[src/rtl/sp_ram_arb_pkg.sv]
// Shared types and width helpers for the sp_ram round-robin arbiter.
// Holds the requester index type and the outstanding-read sizing.
package sp_ram_arb_pkg;

   // Up to 8 requesters, so a 3-bit index always suffices.
   localparam int REQ_IDX_W = 3;
   typedef logic [REQ_IDX_W-1:0] req_idx_t;

   localparam int DEF_MAX_RD_OUT = 4;
   localparam int DEF_RD_OUT_W   = $clog2(DEF_MAX_RD_OUT);

   function automatic int addr_w(input int depth);
      return (depth > 1) ? $clog2(depth) : 1;
   endfunction

   function automatic int wren_w(input int dw);
      return (dw + 7) / 8;
   endfunction

   // Counter width able to hold the value depth itself.
   function automatic int cnt_w(input int depth);
      return $clog2(depth) + 1;
   endfunction

endpackage

[src/rtl/sp_ram_arb_fifo.sv]
// Owner-index FIFO: remembers which requester issued each outstanding read.
// Ports: clkIn, rstIn (async active-low), pushIn/dataIn, popIn, headOut,
// countOut, fullOut, emptyOut. Push and pop in one cycle are both performed.
module sp_ram_arb_fifo
   import sp_ram_arb_pkg::*;
#(
   parameter int DEPTH = DEF_MAX_RD_OUT,
   parameter int WIDTH = REQ_IDX_W,
   localparam int CNT_W = cnt_w(DEPTH)
) (
   input  logic             clkIn,
   input  logic             rstIn,
   input  logic             pushIn,
   input  logic [WIDTH-1:0] dataIn,
   input  logic             popIn,
   output logic [WIDTH-1:0] headOut,
   output logic [CNT_W-1:0] countOut,
   output logic             fullOut,
   output logic             emptyOut
);

   localparam int PTR_W = $clog2(DEPTH);

   logic [WIDTH-1:0] r_mem [DEPTH];
   logic [PTR_W-1:0] r_wrPtr;
   logic [PTR_W-1:0] r_rdPtr;
   logic [CNT_W-1:0] r_cnt;
   logic             w_push;
   logic             w_pop;

   assign fullOut  = (r_cnt == CNT_W'(DEPTH));
   assign emptyOut = (r_cnt == '0);
   assign countOut = r_cnt;
   assign headOut  = r_mem[r_rdPtr];

   assign w_push = pushIn & ~fullOut;
   assign w_pop  = popIn & ~emptyOut;

   // Storage needs no reset; occupancy alone decides validity.
   always_ff @(posedge clkIn) begin
      if (w_push) r_mem[r_wrPtr] <= dataIn;
   end

   always_ff @(posedge clkIn or negedge rstIn) begin
      if (!rstIn) begin
         r_wrPtr <= '0;
         r_rdPtr <= '0;
         r_cnt   <= '0;
      end else begin
         if (w_push) r_wrPtr <= r_wrPtr + PTR_W'(1);
         if (w_pop)  r_rdPtr <= r_rdPtr + PTR_W'(1);
         if (w_push && !w_pop)      r_cnt <= r_cnt + CNT_W'(1);
         else if (w_pop && !w_push) r_cnt <= r_cnt - CNT_W'(1);
      end
   end

endmodule

[src/rtl/sp_ram_arbiter.sv]
// Round-robin arbiter sharing one sp_ram between NUM_REQ requesters.
// Ports: req*In per requester, gntOut, rdDataOut/rdAckOut, errOut, ram* to RAM.
// Define SP_RAM_ARB_STATS_EN to add gntCntOut (per-requester grant counters).
module sp_ram_arbiter
   import sp_ram_arb_pkg::*;
#(
   parameter int NUM_REQ    = 2,
   parameter int RAM_DEPTH  = 512,
   parameter int DATA_WIDTH = 32,
   parameter int MAX_RD_OUT = DEF_MAX_RD_OUT,
   localparam int ADDR_WIDTH = addr_w(RAM_DEPTH),
   localparam int WREN_WIDTH = wren_w(DATA_WIDTH)
) (
   input  logic                          clkIn,
   input  logic                          rstIn,
   input  logic [NUM_REQ-1:0]            reqIn,
   input  logic [NUM_REQ-1:0]            reqWrIn,
   input  logic [NUM_REQ*ADDR_WIDTH-1:0] reqAddrIn,
   input  logic [NUM_REQ*WREN_WIDTH-1:0] reqWrEnIn,
   input  logic [NUM_REQ*DATA_WIDTH-1:0] reqWrDataIn,
   output logic [NUM_REQ-1:0]            gntOut,
   output logic [DATA_WIDTH-1:0]         rdDataOut,
   output logic [NUM_REQ-1:0]            rdAckOut,
   output logic                          errOut,
   output logic [ADDR_WIDTH-1:0]         ramAddrOut,
   output logic [WREN_WIDTH-1:0]         ramWrEnOut,
   output logic [DATA_WIDTH-1:0]         ramWrDataOut,
   output logic                          ramRdEnOut,
   input  logic [DATA_WIDTH-1:0]         ramRdDataIn,
`ifdef SP_RAM_ARB_STATS_EN
   output logic [NUM_REQ*32-1:0]         gntCntOut,
`endif
   input  logic                          ramRdAckIn
);

   localparam int CNT_W = cnt_w(MAX_RD_OUT);

   req_idx_t               r_last;
   logic [ADDR_WIDTH-1:0]  r_ramAddr;
   logic [WREN_WIDTH-1:0]  r_ramWrEn;
   logic [DATA_WIDTH-1:0]  r_ramWrData;
   logic                   r_ramRdEn;
   logic [DATA_WIDTH-1:0]  r_rdData;
   logic [NUM_REQ-1:0]     r_rdAck;
   logic                   r_err;

   logic [NUM_REQ-1:0]     w_elig;
   logic [2*NUM_REQ-1:0]   w_dbl;
   logic [NUM_REQ-1:0]     w_rot;
   logic [3:0]             w_sh;
   logic [3:0]             w_pos;
   logic                   w_found;
   req_idx_t               w_win;
   logic [NUM_REQ-1:0]     w_gnt;
   logic                   w_wr;
   logic [ADDR_WIDTH-1:0]  w_addr;
   logic [WREN_WIDTH-1:0]  w_be;
   logic [DATA_WIDTH-1:0]  w_data;
   logic                   w_rdOk;
   logic                   w_push;
   logic                   w_pop;
   req_idx_t               w_head;
   logic [CNT_W-1:0]       w_cnt;
   logic                   w_full;
   logic                   w_empty;

   // Reads need a free owner slot; registered occupancy only.
   assign w_rdOk = (w_cnt < CNT_W'(MAX_RD_OUT));
   assign w_elig = reqIn & (reqWrIn | {NUM_REQ{w_rdOk}});

   // Rotate so bit 0 is the requester after lastR.
   // A shift of NUM_REQ wraps back to the unrotated vector.
   assign w_sh  = {1'b0, r_last} + 4'd1;
   assign w_dbl = {w_elig, w_elig} >> w_sh;
   assign w_rot = w_dbl[NUM_REQ-1:0];

   always_comb begin
      w_found = 1'b0;
      w_pos   = '0;
      for (int k = NUM_REQ - 1; k >= 0; k--) begin
         if (w_rot[k]) begin
            w_found = 1'b1;
            w_pos   = w_sh + 4'(k);
         end
      end
      if (w_pos >= 4'(NUM_REQ)) w_pos = w_pos - 4'(NUM_REQ);
   end

   assign w_win = w_pos[REQ_IDX_W-1:0];

   always_comb begin
      w_gnt  = '0;
      w_wr   = 1'b0;
      w_addr = '0;
      w_be   = '0;
      w_data = '0;
      for (int k = 0; k < NUM_REQ; k++) begin
         if (w_win == REQ_IDX_W'(k)) begin
            w_gnt[k] = w_found;
            w_wr     = reqWrIn[k];
            w_addr   = reqAddrIn[k*ADDR_WIDTH +: ADDR_WIDTH];
            w_be     = reqWrEnIn[k*WREN_WIDTH +: WREN_WIDTH];
            w_data   = reqWrDataIn[k*DATA_WIDTH +: DATA_WIDTH];
         end
      end
   end

   assign gntOut = rstIn ? w_gnt : '0;

   assign w_push = w_found & ~w_wr & ~w_full;
   assign w_pop  = ramRdAckIn & ~w_empty;

   sp_ram_arb_fifo #(
      .DEPTH (MAX_RD_OUT),
      .WIDTH (REQ_IDX_W)
   ) u_fifo (
      .clkIn    (clkIn),
      .rstIn    (rstIn),
      .pushIn   (w_push),
      .dataIn   (w_win),
      .popIn    (w_pop),
      .headOut  (w_head),
      .countOut (w_cnt),
      .fullOut  (w_full),
      .emptyOut (w_empty)
   );

   always_ff @(posedge clkIn or negedge rstIn) begin
      if (!rstIn) begin
         r_last      <= req_idx_t'(NUM_REQ - 1);
         r_ramAddr   <= '0;
         r_ramWrEn   <= '0;
         r_ramWrData <= '0;
         r_ramRdEn   <= 1'b0;
         r_rdData    <= '0;
         r_rdAck     <= '0;
         r_err       <= 1'b0;
      end else begin
         r_ramWrEn <= '0;
         r_ramRdEn <= 1'b0;
         r_rdAck   <= '0;
         if (w_found) begin
            r_last      <= w_win;
            r_ramAddr   <= w_addr;
            r_ramWrData <= w_data;
            if (w_wr) r_ramWrEn <= w_be;
            else      r_ramRdEn <= 1'b1;
         end
         // An ack with no owner is dropped and flagged.
         if (ramRdAckIn) begin
            if (w_empty) begin
               r_err <= 1'b1;
            end else begin
               r_rdData <= ramRdDataIn;
               r_rdAck  <= NUM_REQ'(1) << w_head;
            end
         end
      end
   end

   assign ramAddrOut   = r_ramAddr;
   assign ramWrEnOut   = r_ramWrEn;
   assign ramWrDataOut = r_ramWrData;
   assign ramRdEnOut   = r_ramRdEn;
   assign rdDataOut    = r_rdData;
   assign rdAckOut     = r_rdAck;
   assign errOut       = r_err;

`ifdef SP_RAM_ARB_STATS_EN
   logic [NUM_REQ*32-1:0] r_gntCnt;

   always_ff @(posedge clkIn or negedge rstIn) begin
      if (!rstIn) begin
         r_gntCnt <= '0;
      end else begin
         for (int k = 0; k < NUM_REQ; k++) begin
            if (w_found && (w_win == REQ_IDX_W'(k)))
               r_gntCnt[k*32 +: 32] <= r_gntCnt[k*32 +: 32] + 32'd1;
         end
      end
   end

   assign gntCntOut = r_gntCnt;
`endif

endmodule
[config.mk]
export PLATFORM = sky130hd
export DESIGN_NAME = sp_ram_arbiter
export DESIGN_NICKNAME = d
export VERILOG_FILES = /design/src/rtl/sp_ram_arb_pkg.sv /design/src/rtl/sp_ram_arb_fifo.sv /design/src/rtl/sp_ram_arbiter.sv
export SDC_FILE = /design/constraint.sdc
export NUM_CORES = 1
export LEC_CHECK = 0
export CORE_UTILIZATION = 25
export CTS_CLUSTER_SIZE = 8
export DETAILED_ROUTE_END_ITERATION = 16
export DONT_BUFFER_PORTS = 1
export GPL_TIMING_DRIVEN = 0
export PLACE_DENSITY = 0.43
export SYNTH_ARGS = -nofsm -noshare
export SYNTH_HDL_FRONTEND = slang
export SYNTH_SLANG_ARGS = --single-unit
[constraint.sdc]
create_clock -name clkIn -period 3.3 [get_ports clkIn]
set_input_delay 0.165 -clock clkIn [delete_from_list [all_inputs] [get_ports clkIn]]
set_output_delay 0.165 -clock clkIn [all_outputs]
set_load 0.02 [all_outputs]
# Word level (Yosys, flattened, before mapping)
# Memories as Yosys holds them, arrays and structs flattened.
# Cells that the tools add are included.
[totals]
latch_bits = 0
mem_count = 1
mem_bits_ro = 0
reg_bits = 91
wordCells = 70
output_inout_bits = 83
ram_bits = 12
[classes]
muxes = 26
n_bitwise = 10
eq_ne = 2
div = 0
magnitude_cmp = 2
reduce_logical = 9
shift = 2
addsub = 7
n_mul = 0
[memory_table]
columns = ["memory", "depth", "width", "read_ports", "rd_ports_with_merged_regs", "write_ports", "line_no", "source"]
rows = [
  ["u_fifo.r_mem", 4, 3, 1, 0, 1, "sp_ram_arb_fifo.sv:24", "logic [WIDTH-1:0] r_mem [DEPTH];"],
]
[ops]
columns = ["operator", "count"]
rows = [
  ["$mux W32", 2],
  ["$mux W4", 6],
  ["$mux W9", 2],
  ["$mux W1", 10],
  ["$mux W3", 3],
  ["$logic_not A3 Y1", 2],
  ["$mux W2", 3],
  ["$and A1 B1 Y1", 5],
  ["$add A2 B1 Y2 const B", 2],
  ["$add A3 B1 Y4 const B", 1],
  ["$add A4 B1 Y4 const B", 1],
  ["$ge A4 B2 Y1 const B", 1],
  ["$reduce_and A2 Y1", 2],
  ["$shr A4 B4 Y2", 1],
  ["$add A3 B1 Y3 const B", 1],
  ["$eq A3 B1 Y1 const B", 1],
  ["$eq A3 B3 Y1 const B", 1],
  ["$lt A3 B3 Y1 const B", 1],
  ["$not A1 Y1", 3],
  ["$shl A1 B3 Y2 const A", 1],
  ["$sub A3 B1 Y3 const B", 1],
  ["$sub A3 B2 Y3 const B", 1],
  ["$and A2 B2 Y2", 1],
  ["$logic_and A1 B1 Y1", 2],
  ["other kinds (3)", 4],
]

# Longest topological paths before layout
# Gate-level depths: netlist (run 1).
[depth]
word_depth = 19
depth_mapped = 13
depth_no_buf = 13

# Cells and area by module
# Synthesis (run 1) repeated with hierarchy kept, for this count alone.
[unflattened]
cells_unflattened = 385
area_unflattened_um2 = 4943.5
[modules_own_cells]
columns = ["module", "cells_per_inst", "instances", "seq_area_each_um2", "area_per_inst_um2"]
rows = [
  ["sp_ram_arbiter", 334, 1, 2103.3, 4071.4],
  ["sp_ram_arb_fifo", 51, 1, 535.5, 872.1],
]

# Least setup slack after synthesis (run 1)
# OpenSTA, ideal clock, no wires.
[synth_timing]
path_kind = "reg-to-reg"
from = "register r_last[0]"
to = "register u_fifo.r_cnt[2], in the netlist u_fifo.countOut[2]"
t_arrival_ns = 2.877
stages_incl_launch_ff = 14
synth_period_minus_slack_ns = 2.957
setup_ns = 0.079
path_slack_ns = 0.343
n_path_buf = 0
cell_sequence = "dfstp_2 inv_2 ha_1 nor2_1 nand3_1 nor4_2 a31oi_4 a221oi_4 ha_1 inv_1 fa_1 xor2_1 nor2_1 xor2_1"
[synth_via]
elab_chain_len = 16
elab_cells_between_ends = 23
[synth_rtl]
columns = ["element", "line_no", "source"]
rows = [
  ["start, declared", "sp_ram_arbiter.sv:38", "req_idx_t r_last;"],
  ["start signal, assigned", "sp_ram_arbiter.sv:130", "r_last <= req_idx_t'(NUM_REQ - 1);"],
  ["start signal, assigned", "sp_ram_arbiter.sv:143", "r_last <= w_win;"],
  ["$add A3 B1 Y4 *", "sp_ram_arbiter.sv:73", "assign w_sh = {1'b0, r_last} + 4'd1;"],
  ["$add A4 B1 Y4 / $shr A4 B4 Y2 (equally long branches)", "sp_ram_arbiter.sv:83, sp_ram_arbiter.sv:74", ""],
  ["$mux W4 (2 in a row)", "sp_ram_arbiter.sv:81", "if (w_rot[k]) begin"],
  ["$ge A4 B2 Y1 / $sub A3 B2 Y3 (equally long branches)", "sp_ram_arbiter.sv:86", "if (w_pos >= 4'(NUM_REQ)) w_pos = w_pos - 4'(NUM_REQ);"],
  ["$mux W3", "sp_ram_arbiter.sv:86", ""],
  ["$logic_not A3 Y1", "sp_ram_arbiter.sv:98", "if (w_win == REQ_IDX_W'(k)) begin"],
  ["$mux W1 (2 in a row)", "sp_ram_arbiter.sv:98", ""],
  ["$not A1 Y1", "sp_ram_arbiter.sv:110", "assign w_push = w_found & ~w_wr & ~w_full;"],
  ["$and A1 B1 Y1 * (2 in a row)", "sp_ram_arbiter.sv:110", ""],
  ["$and A1 B1 Y1 *", "sp_ram_arb_fifo.sv:36", "assign w_push = pushIn & ~fullOut;"],
  ["via u_fifo.w_push", "sp_ram_arb_fifo.sv:28", "logic w_push;"],
  ["$logic_not A1 Y1", "sp_ram_arb_fifo.sv:53", "else if (w_pop && !w_push) r_cnt <= r_cnt - CNT_W'(1);"],
  ["$logic_and A1 B1 Y1", "sp_ram_arb_fifo.sv:53", ""],
  ["$reduce_bool A2 Y1 (no line)", "--", ""],
  ["end signal, assigned", "sp_ram_arb_fifo.sv:52", "if (w_push && !w_pop) r_cnt <= r_cnt + CNT_W'(1);"],
  ["end signal, assigned", "sp_ram_arb_fifo.sv:53", ""],
  ["end, declared", "sp_ram_arb_fifo.sv:27", "logic [CNT_W-1:0] r_cnt;"],
]
# Mark *: on every way through the listed nets, which the timed path passes. The rest lies on a longest branch.
# A chain may end at the register's enable or synchronous reset.

# Worst setup path after layout (run 1)
# Ends and elaborated chain as after synthesis.

==> results of run 1 <==
-- flip-flops by register name (all words and copies together), names as in the netlist --
signal / count
errOut: 1
r_last: 3
ramAddrOut: 9
ramRdEnOut: 1
ramWrDataOut: 32
ramWrEnOut: 4
rdAckOut: 2
rdDataOut: 32
u_fifo.countOut: 3
u_fifo.r_mem: 12
u_fifo.r_rdPtr: 2
u_fifo.r_wrPtr: 2
-- worst max-delay path, cell delays in order, from the launching register on --
cell,delay (ns)
sky130_fd_sc_hd__dfstp_2,0.57
sky130_fd_sc_hd__inv_2,0.09
sky130_fd_sc_hd__ha_4,0.27
sky130_fd_sc_hd__nor2_4,0.10
sky130_fd_sc_hd__nand3_2,0.10
sky130_fd_sc_hd__nor4_4,0.30
sky130_fd_sc_hd__a31oi_4,0.10
sky130_fd_sc_hd__a221oi_4,0.29
sky130_fd_sc_hd__ha_2,0.22
sky130_fd_sc_hd__inv_1,0.06
sky130_fd_sc_hd__fa_1,0.43
sky130_fd_sc_hd__xor2_1,0.15
sky130_fd_sc_hd__nor2_1,0.13
sky130_fd_sc_hd__xor2_1,0.16
-- final timing paths --
kind | endpoint | from | depth (start not counted) | slack [ns]
hold reg to reg | u_fifo.countOut[0] | u_fifo.countOut[0] | 1 | 0.57
setup reg to reg | u_fifo.countOut[2] | r_last[0] | 13 | 0.24
min in group asynchronous | rdDataOut[4] | rstIn | 2 | 0.37
max in group asynchronous | rdDataOut[20] | rstIn | 2 | 2.52
setup / recovery | u_fifo.countOut[2] | r_last[0] | 13 | 0.24
hold / removal | ramWrDataOut[0] | reqWrDataIn[0] | 2 | 0.01
-- Yosys cell counts (all sizes together) (7+ instances only) --
cell	n	area share (%)
nor2	9	0.75
ha	7	1.9
dfrtp	90	50
mux2	36	9.1
edfxtp	12	8.0
a21oi	7	0.78
inv	9	0.75
mux2i	41	9.1
o21ai	44	4.9
buf	7	0.78
nand2	52	4.3
clkbuf	10	0.83
-- through the flow --
| stage | hold slack, ns | TNS [ns] | instance area [um2] | total power (W) |
|---|---|---|---|---|
| final | 0.0120 | 0 | 5940 | 0.00331 |
| after global routing | 0.00869 | -0.0642 | 5940 | 0.00351 |
| after CTS | 0.0000183 | 0 | 5890 | 0.00337 |
| after detailed placement | -0.129 | -0.0249 | 4790 | 0.00213 |
| after global placement | -0.128 | 0 | 4790 | 0.00211 |
| after floorplan | -0.131 | 0 | 4510 | 0.00203 |
-- cells in the final DEF, fill, tap and decap left out, types with 2 or more instances in the layout --
master,synthesis,final
sky130_fd_sc_hd__a21o_1,3,3
sky130_fd_sc_hd__clkinvlp_4,0,2
sky130_fd_sc_hd__clkbuf_1,10,11
sky130_fd_sc_hd__o21ai_1,43,43
sky130_fd_sc_hd__nor3_2,0,2
sky130_fd_sc_hd__mux2i_1,41,41
sky130_fd_sc_hd__ha_1,7,5
sky130_fd_sc_hd__xnor2_1,3,3
sky130_fd_sc_hd__dfrtp_1,90,90
sky130_fd_sc_hd__a21oi_1,7,7
sky130_fd_sc_hd__clkbuf_16,0,10
sky130_fd_sc_hd__inv_1,7,7
sky130_fd_sc_hd__buf_4,0,2
sky130_fd_sc_hd__edfxtp_1,12,12
sky130_fd_sc_hd__mux2_1,34,34
sky130_fd_sc_hd__nor2_1,9,8
sky130_fd_sc_hd__nand2b_1,3,3
sky130_fd_sc_hd__inv_2,2,2
sky130_fd_sc_hd__dlygate4sd3_1,0,75
sky130_fd_sc_hd__nand2_1,52,52
sky130_fd_sc_hd__nand3_1,4,3
sky130_fd_sc_hd__nor3_1,5,3
sky130_fd_sc_hd__inv_6,0,2
sky130_fd_sc_hd__buf_2,7,7
sky130_fd_sc_hd__and2_1,5,5
sky130_fd_sc_hd__xor2_1,3,3
-- metal layers --
metal | GRT usage (%) | routed length (um)
met3 | 5.15 | 1010
met2 | 23.6 | 6080
met4 | 5.49 | 277
met1 | 13.2 | 4470
met5 | 0 | 0
-- kinds of logic (layout without fill, tap and decap cells) --
kind of cell	count (synthesis)	in the layout
buffers and inverters	27	121
multiplexers	78	78
adder cells (fa/ha/maj)	8	8
AO/OA/AOI/OAI	64	64
XOR/XNOR	6	6
AND/OR/NAND/NOR	82	82
flip-flops	103	103
-- cell type report --
type / instances / area (um2)
repair buffers: 78 / 793
well taps: 225 / 282
plain buffers: 17 / 72.6
multi-input cells: 238 / 1800
flip-flops and latches: 103 / 2640
fillers: 1681 / 11500
clock buffers: 11 / 254
inverters: 10 / 37.5
clock inverters: 5 / 62.6
-- repair_timing --
| action | CTS | global route |
|---|---|---|
| endpoints found under the hold margin | 147 | 0 |
| setup buffers | 1 | 1 |
| setup endpoints to repair | 1 | 4 |
| gates resized for setup | 0 | 8 |
| pin swaps | 1 | 3 |
| hold buffers | 76 | 0 |
-- power by group --
part           switching (W)  internal, W  leakage [nW]
logic               0.000192     0.000239          1.33
clock network       0.000477     0.000640         0.148
registers           0.000315      0.00145          1.28
==> results list, run 1 <==
* Worst Setup End Kind: flop
- Share of layout cells above drive strength 1: under 10%
- IR drop worst, VDD: 0.000311 V
- Aggregate global-route resource usage: 13.0%
- Global-route wire length before repair: 17.8 mm
* Vertical die dimension: 136 um
- The final critical path takes up between 90 and 100% of the cycle.
* Die footprint: 18600 um2
- The region available for standard cell placement spans approximately 17000 um2.
* Final hold viol count: 0
- Count of flip-flops with a built-in enable after synthesis: 12
- After synthesis the cells add up to 4510 um2.
- Wire length per cell: 17.2 um
- Summing the areas of all fa, ha and maj instances in the mapped netlist gives 2.39% of the synthesized area.
* Critical Path Source Type: flop
- The worst path meets setup with 0.236 ns of slack.
- Total wire length after detailed routing: between 10 and 15 mm
- Of the total synthesized cell area, the portion taken by AND, OR, NAND and NOR gates is 8.05%.
* Final non-filler cell total: 687
- The count of buffers added on input and output ports is 0.
- TritonCTS created 9 clock buffers.
* Antenna violations before repair: 1
- Synthesis handed over a netlist of 368 instances.
- Summed over all layers, the global routing overflow is 0.
- Multiplexer area fraction after synthesis: about a fifth
- Sequential cell area fraction in the yosys report: between 50% and 60%
* Library cell used as clock root buffer: sky130_fd_sc_hd__clkbuf_16
- Final critical-path required period: 3.06 ns
* Vias per cell: 4.53
- At the end of the flow, the number of nets in the layout was 594.
- Detailed placement ended at an HPWL of 7.88 mm.
* Synthesized-area fraction occupied by ao, oa, aoi and oai cells: 8.72%
- The via count of the first global-routing pass is between 3000 and 4000.
- Cell Rows: 48
- For the worst setup path, the data arrival time is 3.33 ns.
* Worst setup path class: flop to flop
- Number of pins with negative max-slew slack in the final report: 0
- Post-route antenna net violation count: 0
* Bufs on Longest Clock Path: 2
- The Yosys step of the flow raised 0 warnings.
* Clock sink count: 103
- Maximum clock frequency: 326 MHz
* Post-synthesis async set-or-reset flop share: 88.3%
- At the pin with the least slew margin, the transition time is 0.754 ns.
- The floorplan step set the die width to 136 um.
- In this run, placement finished with an instance count of 593.
* Synth Register Bits: slightly above 100
- Pwr/cell area: around 560 nW/um2
* Worst-case clock skew: about 0.0065 ns
- After synthesis, the largest family of logic cells by area is multiplexers.
- Ys flop type: sky130_fd_sc_hd__dfrtp_1
* Status: finished clean
- The clock tree synthesis step divided the H-tree into 3 levels.
- Required @ worst endpoint: approximately 3.6 ns
* CTS tree: yes
- The worst pin sits at a relative slew slack of 49.7%.
* Placer congestion estimate: slightly below 0.8
- The tool flagged a number of max-cap violations equal to 0.
- For this configuration, the core starts out at a cell density of 25.8%.
- Cell leakage power: 2.75 nW
* Length of the first detailed-routing pass in iterations: 4
- For this design the top-level I/O count stands at 212.
- Vias: 3111
- First DRT Iteration DRCs: 69
- At the end of the flow the core is filled with cells to about a third.
- After clock tree synthesis, the clock-pin slew on the worst setup and hold paths is 0.07 ns.
- For the worst-skew pair, the clock arrives at the later sink with an insertion delay of 0.35 ns.
* Path type of the worst min-delay path: primary input to flop
* Area Overhead vs Synth: 31.9%
- Setup repair after global routing could not meet its margin everywhere.
- ANT cells: 0
- Largest net degree at the start of global routing: about 90
* Syn_nets: around 510
- Post-placement worst setup slack: -0.0249 ns
- Fraction of synthesized cell area in xor and xnor cells: 1.17%
- Number of setup violations in the final report: 0
- After synthesis, the mean cell area works out to around 12 um2.
* Count of unique library cells instantiated by Yosys: 41
- Maximum net fanout on the critical path: 7
- Detailed-route DRC error count: 0
No activity file was read; power rests on OpenSTA's default activity.
==> inputs of run 2 (changes only) <==
--- a/config.mk
+++ b/config.mk
@@ -6,11 +6,13 @@
 export NUM_CORES = 1
 export LEC_CHECK = 0
 export CORE_UTILIZATION = 25
+export CTS_BUF_LIST = sky130_fd_sc_hd__clkbuf_8
 export CTS_CLUSTER_SIZE = 8
 export DETAILED_ROUTE_END_ITERATION = 16
 export DONT_BUFFER_PORTS = 1
 export GPL_TIMING_DRIVEN = 0
-export PLACE_DENSITY = 0.43
+export PLACE_DENSITY_LB_ADDON = 0.15
+export RECOVER_POWER = 50
 export SYNTH_ARGS = -nofsm -noshare
 export SYNTH_HDL_FRONTEND = slang
 export SYNTH_SLANG_ARGS = --single-unit
==> run 2 against run 1 <==
  * The flow now stops in clock tree synthesis (4_1_cts)
  * Synthesized cell count unchanged
  * Synthesized area unchanged
==> results list, run 2 <==
- Ys flop type: sky130_fd_sc_hd__dfrtp_1
- The synthesized area per cell was 12.2 um2 (unchanged).
- Input/output buffers: 0 (unchanged)
- The post-synthesis async set-or-reset flop share is 88.3% (unchanged).
* Boundary Pins: 212 (unchanged)
- Count of flip-flops with a built-in enable after synthesis: 12 (unchanged)
* Cell taking the most area after synthesis: sky130_fd_sc_hd__dfrtp_1
* Sequential cell area fraction in the yosys report: 58.6% (unchanged)
* Post-cts resize count: 0 (unchanged)
- Count of unique library cells instantiated by Yosys: 41 (unchanged)
* Synth top area share: 50.0% (unchanged)
- The die boundary height came to 136 um (unchanged).
- The run stopped with a tool error.
- The post-CTS setup buffer count was 1 (unchanged).
- The post-detailed-placement half-perimeter wirelength is 7.56 mm (-4.0%).
- The setup slack after placement is 0.0410 ns (+0.0660 ns).
- It got as far as clock tree synthesis (4_1_cts) and failed there.
- Initial core utilization: 25.8% (unchanged)
- Bufs on Longest Clock Path: 2 (unchanged)
- The number of buffers added by the clock tree synthesis step came to 9 (unchanged).
- # hold bufs at CTS: 123 (+62%)
* Die Span X: 136 um (unchanged)
* Library cell used as clock root buffer: sky130_fd_sc_hd__clkbuf_8
- Most frequent cells after synthesis: sky130_fd_sc_hd__dfrtp_1, sky130_fd_sc_hd__nand2_1, sky130_fd_sc_hd__o21ai_1, sky130_fd_sc_hd__mux2i_1, sky130_fd_sc_hd__mux2_1
- The post-synthesis cell count was 368 (unchanged).
* Syn_nets: 505 (unchanged)
- H-tree depth: 3 (unchanged)
- Cell area after synthesis: 4510 um2 (unchanged)
- Error text reported by the tool: [ERROR RSZ-0060] Max buffer count reached.
- The final RePlAce weighted congestion came to 0.710 (-8.0%).
- The row count came to 48 (unchanged).
- By area the synthesized netlist is led by sky130_fd_sc_hd__dfrtp_1, sky130_fd_sc_hd__mux2i_1, sky130_fd_sc_hd__mux2_1, sky130_fd_sc_hd__edfxtp_1, sky130_fd_sc_hd__o21ai_1.
- Most numerous cell in the Yosys netlist: sky130_fd_sc_hd__dfrtp_1
- Synth Register Bits: 103 (unchanged)
* Yosys warns: 0 (unchanged)
- Clock sink count: 103 (unchanged)
[run 2: kinds of logic after synthesis]
group,Yosys count,synth area share [%]
DFF,103,58.6
and+or+nand+nor,82,8.05
muxes,78,18.7
AOI/OAI and AO/OA,64,8.72
buffers and inverters,27,2.44
adders and majority gates,8,2.39
xor gates and xnor gates,6,1.17
[run 2: through the flow]
step	hold slack, ns	cell area (um2)	cells	utilization, %
2_1_floorplan	-0.131	4510	368	-
3_5_place_dp	-0.129	4790	593	27.4
3_3_place_gp	-0.129	4790	593	27.4
==> inputs of run 3 (changes only) <==
--- a/config.mk
+++ b/config.mk
@@ -5,9 +5,7 @@
 export SDC_FILE = /design/constraint.sdc
 export NUM_CORES = 1
 export LEC_CHECK = 0
-export CORE_UTILIZATION = 25
-export CTS_BUF_LIST = sky130_fd_sc_hd__clkbuf_8
-export CTS_CLUSTER_SIZE = 8
+export CORE_UTILIZATION = 20
 export DETAILED_ROUTE_END_ITERATION = 16
 export DONT_BUFFER_PORTS = 1
 export GPL_TIMING_DRIVEN = 0
==> run 3 against run 2 <==
  * The flow now finishes, with violations (DRC, capacitance limit, slew limit)
==> results list, run 3 (synthesis gave the netlist of run 1 again) <==
- The flow ran to the end, but the final reports show violations.
- Failing checks: DRC, capacitance limit, slew limit
- For this run the aggregate overflow at the end of global routing stands at 0.
- Area Overhead vs Synth: 31.8%
- Wire length per cell: around 16 um
- Final critical-path required period: 3.18 ns
* Required @ worst endpoint: ~3.6 ns
- Entering global routing, the biggest net connects 92 pins.
- Summed over all nets, wire length on met3 after detailed routing comes to 782 um.
* Max-slew headroom: -55.8%
- Max-cap violations in this run came to 1.
* Overall power of the completed layout: 0.00321 W
- The worst path uses 96.3% of the clock period.
- Number of pins with negative max-slew slack in the final report: 92
* Fin area: 5940 um2
* DP HPWL: 7.87 mm (+4.1%)
- The H-tree depth is 3 (unchanged).
- The maximum buffer depth of the clock tree is 2 (unchanged).
* Count of nets after finishing: 595
- Library cell used as clock root buffer: sky130_fd_sc_hd__clkbuf_16
* Worst Setup End Kind: flop
- Highest Signal Layer: met4
- Of all nets on the critical path, the largest fanout is 7.
* Detailed-route DRC error count: 21
* Vias per cell: 4.26
- Number of fillers in the final layout: 2258
- Number of setup violations in the final report: 0
* Post-route antenna net violation count: 0
* Length of the first detailed-routing pass in iterations: 10
- CTS tree: yes
- Between clock sinks in the finished design, the worst skew comes to 0.0102 ns.
- Clock-pin slew was measured on the worst setup and hold paths at around 0.070 ns.
- Boundary Pins: 212 (unchanged)
- Setup total negative slack on the finished layout was measured at 0 ns.
* Worst setup path class: flop to flop
* Wire length on met2: ~6 mm
* Path type of the worst min-delay path: primary input to flop
- The total placed instance area was 4860 um2 (+1.4%).
- Aggregate global-route resource usage: a little over a tenth
- Measured on the finished design, the core utilization comes to 27.0%.
- The width of the die came to 152 um (+12%).
* ANT cells: 0
* Std-Cell Core Area: 22000 um2
* Critical Path Source Type: flop
* Antenna violations before repair: 0
* Vertical die dimension: 152 um (+12%)
* Share of layout cells above drive strength 1: 9.07%
- Global-route wire length before repair: 18.5 mm
- Leading cell type in the layout, fill and taps excluded: sky130_fd_sc_hd__dfrtp_1
- First DRT Iteration DRCs: 142
- Cell Rows: 54 (+13%)
- The effective utilization at floorplan came to 20.5% (-5.3 points).
- Setup repair after global routing could not meet its margin everywhere.
* Total wire length after detailed routing: 11.7 mm
* Die footprint: 23100 um2
* Cell leakage power: 2.75 nW
* Vias in the first global route: between 3000 and 4000
* Most frequent cells in the layout: sky130_fd_sc_hd__dfrtp_1, sky130_fd_sc_hd__dlygate4sd3_1, sky130_fd_sc_hd__nand2_1
- Across the VDD grid, the largest voltage drop is 0.000167 V.
- Clk Latency, worst-skew pair: 0.35 ns
* Maximum clock frequency: roughly 310 MHz
* Critical path data arrival time: 3.44 ns
* Routed length on met1: 4.64 mm
* Vias: 3168
- Final hold viol count: 0
* Pin slew with the least headroom to its limit: 2.34 ns
- For this design the ratio of total power to cell area is 541 nW/um2.
- Clock sink count: 103 (unchanged)
* Placer congestion estimate: 0.716 (+0.89%)
- The number of port buffers is 0 (unchanged).
- On the final layout, the worst hold slack is about 0.014 ns.
* Number of clock buffers inserted by TritonCTS: 9 (unchanged)
-- run 3: timing repair --
item	4_1_cts	5_1_grt
setup buffers	0	3
resized for setup	0	3
hold endpoints to repair	147	1
setup endpoints to repair	0	4
hold buffers	76	1
-- run 3: per-stage QoR --
stage               cells  setup slack [ns]
CTS                   740            0.0161
global placement      648            0.0944
global route          743           -0.0421
detailed placement    648            0.0368
floorplan             368             0.343
finish                743             0.123
-- run 3: final cells by class --
class                           instances  area (um2)  area share (%)
Clock buffer                            9         225            3.79
Buffer                                 16        68.8            1.16
Clock inverter                          7        52.6           0.885
Sequential cell                       103        2640            44.4
Inverter                               10        37.5           0.632
Timing Repair Buffer                   80         788            13.3
Tap cell                              280         350            5.90
Multi-Input combinational cell        238        1780            29.9
-- run 3: metal layers --
layer	vias to the layer above	track usage, %
li1	1461	-
met1	1545	11.5
met2	145	19.1
met3	17	2.74
met4	0	3.98
met5	-	0
-- run 3: worst max-delay path, cell delays in order, from the launching register on --
cell and delay [ns]:
sky130_fd_sc_hd__dfstp_2 0.56, sky130_fd_sc_hd__inv_2 0.08, sky130_fd_sc_hd__ha_1 0.33, sky130_fd_sc_hd__nor2_1 0.14
sky130_fd_sc_hd__nand3_1 0.14, sky130_fd_sc_hd__nor4_4 0.24, sky130_fd_sc_hd__a31oi_4 0.10, sky130_fd_sc_hd__a221oi_4 0.37
sky130_fd_sc_hd__ha_1 0.24, sky130_fd_sc_hd__inv_1 0.07, sky130_fd_sc_hd__fa_1 0.42, sky130_fd_sc_hd__xor2_1 0.15
sky130_fd_sc_hd__nor2_1 0.11, sky130_fd_sc_hd__xor2_1 0.15
-- run 3: where the power goes --
group | internal [W] | switching, W
Clock | 0.000520 | 0.000498
Sequential | 0.00145 | 0.000325
Combinational | 0.000235 | 0.000185
-- run 3: path summary, 6_finish.rpt --
check	end	start	slack [ns]	cells past startpoint
max in group asynchronous	ramWrDataOut[3]	rstIn	0.87	2
setup / recovery	u_fifo.countOut[2]	r_last[0]	0.12	13
hold / removal	ramAddrOut[8]	reqAddrIn[8]	0.01	2
min in group asynchronous	rdDataOut[12]	rstIn	1.07	2
setup reg to reg	u_fifo.countOut[2]	r_last[0]	0.12	13
hold reg to reg	u_fifo.r_wrPtr[1]	u_fifo.r_wrPtr[1]	0.55	1
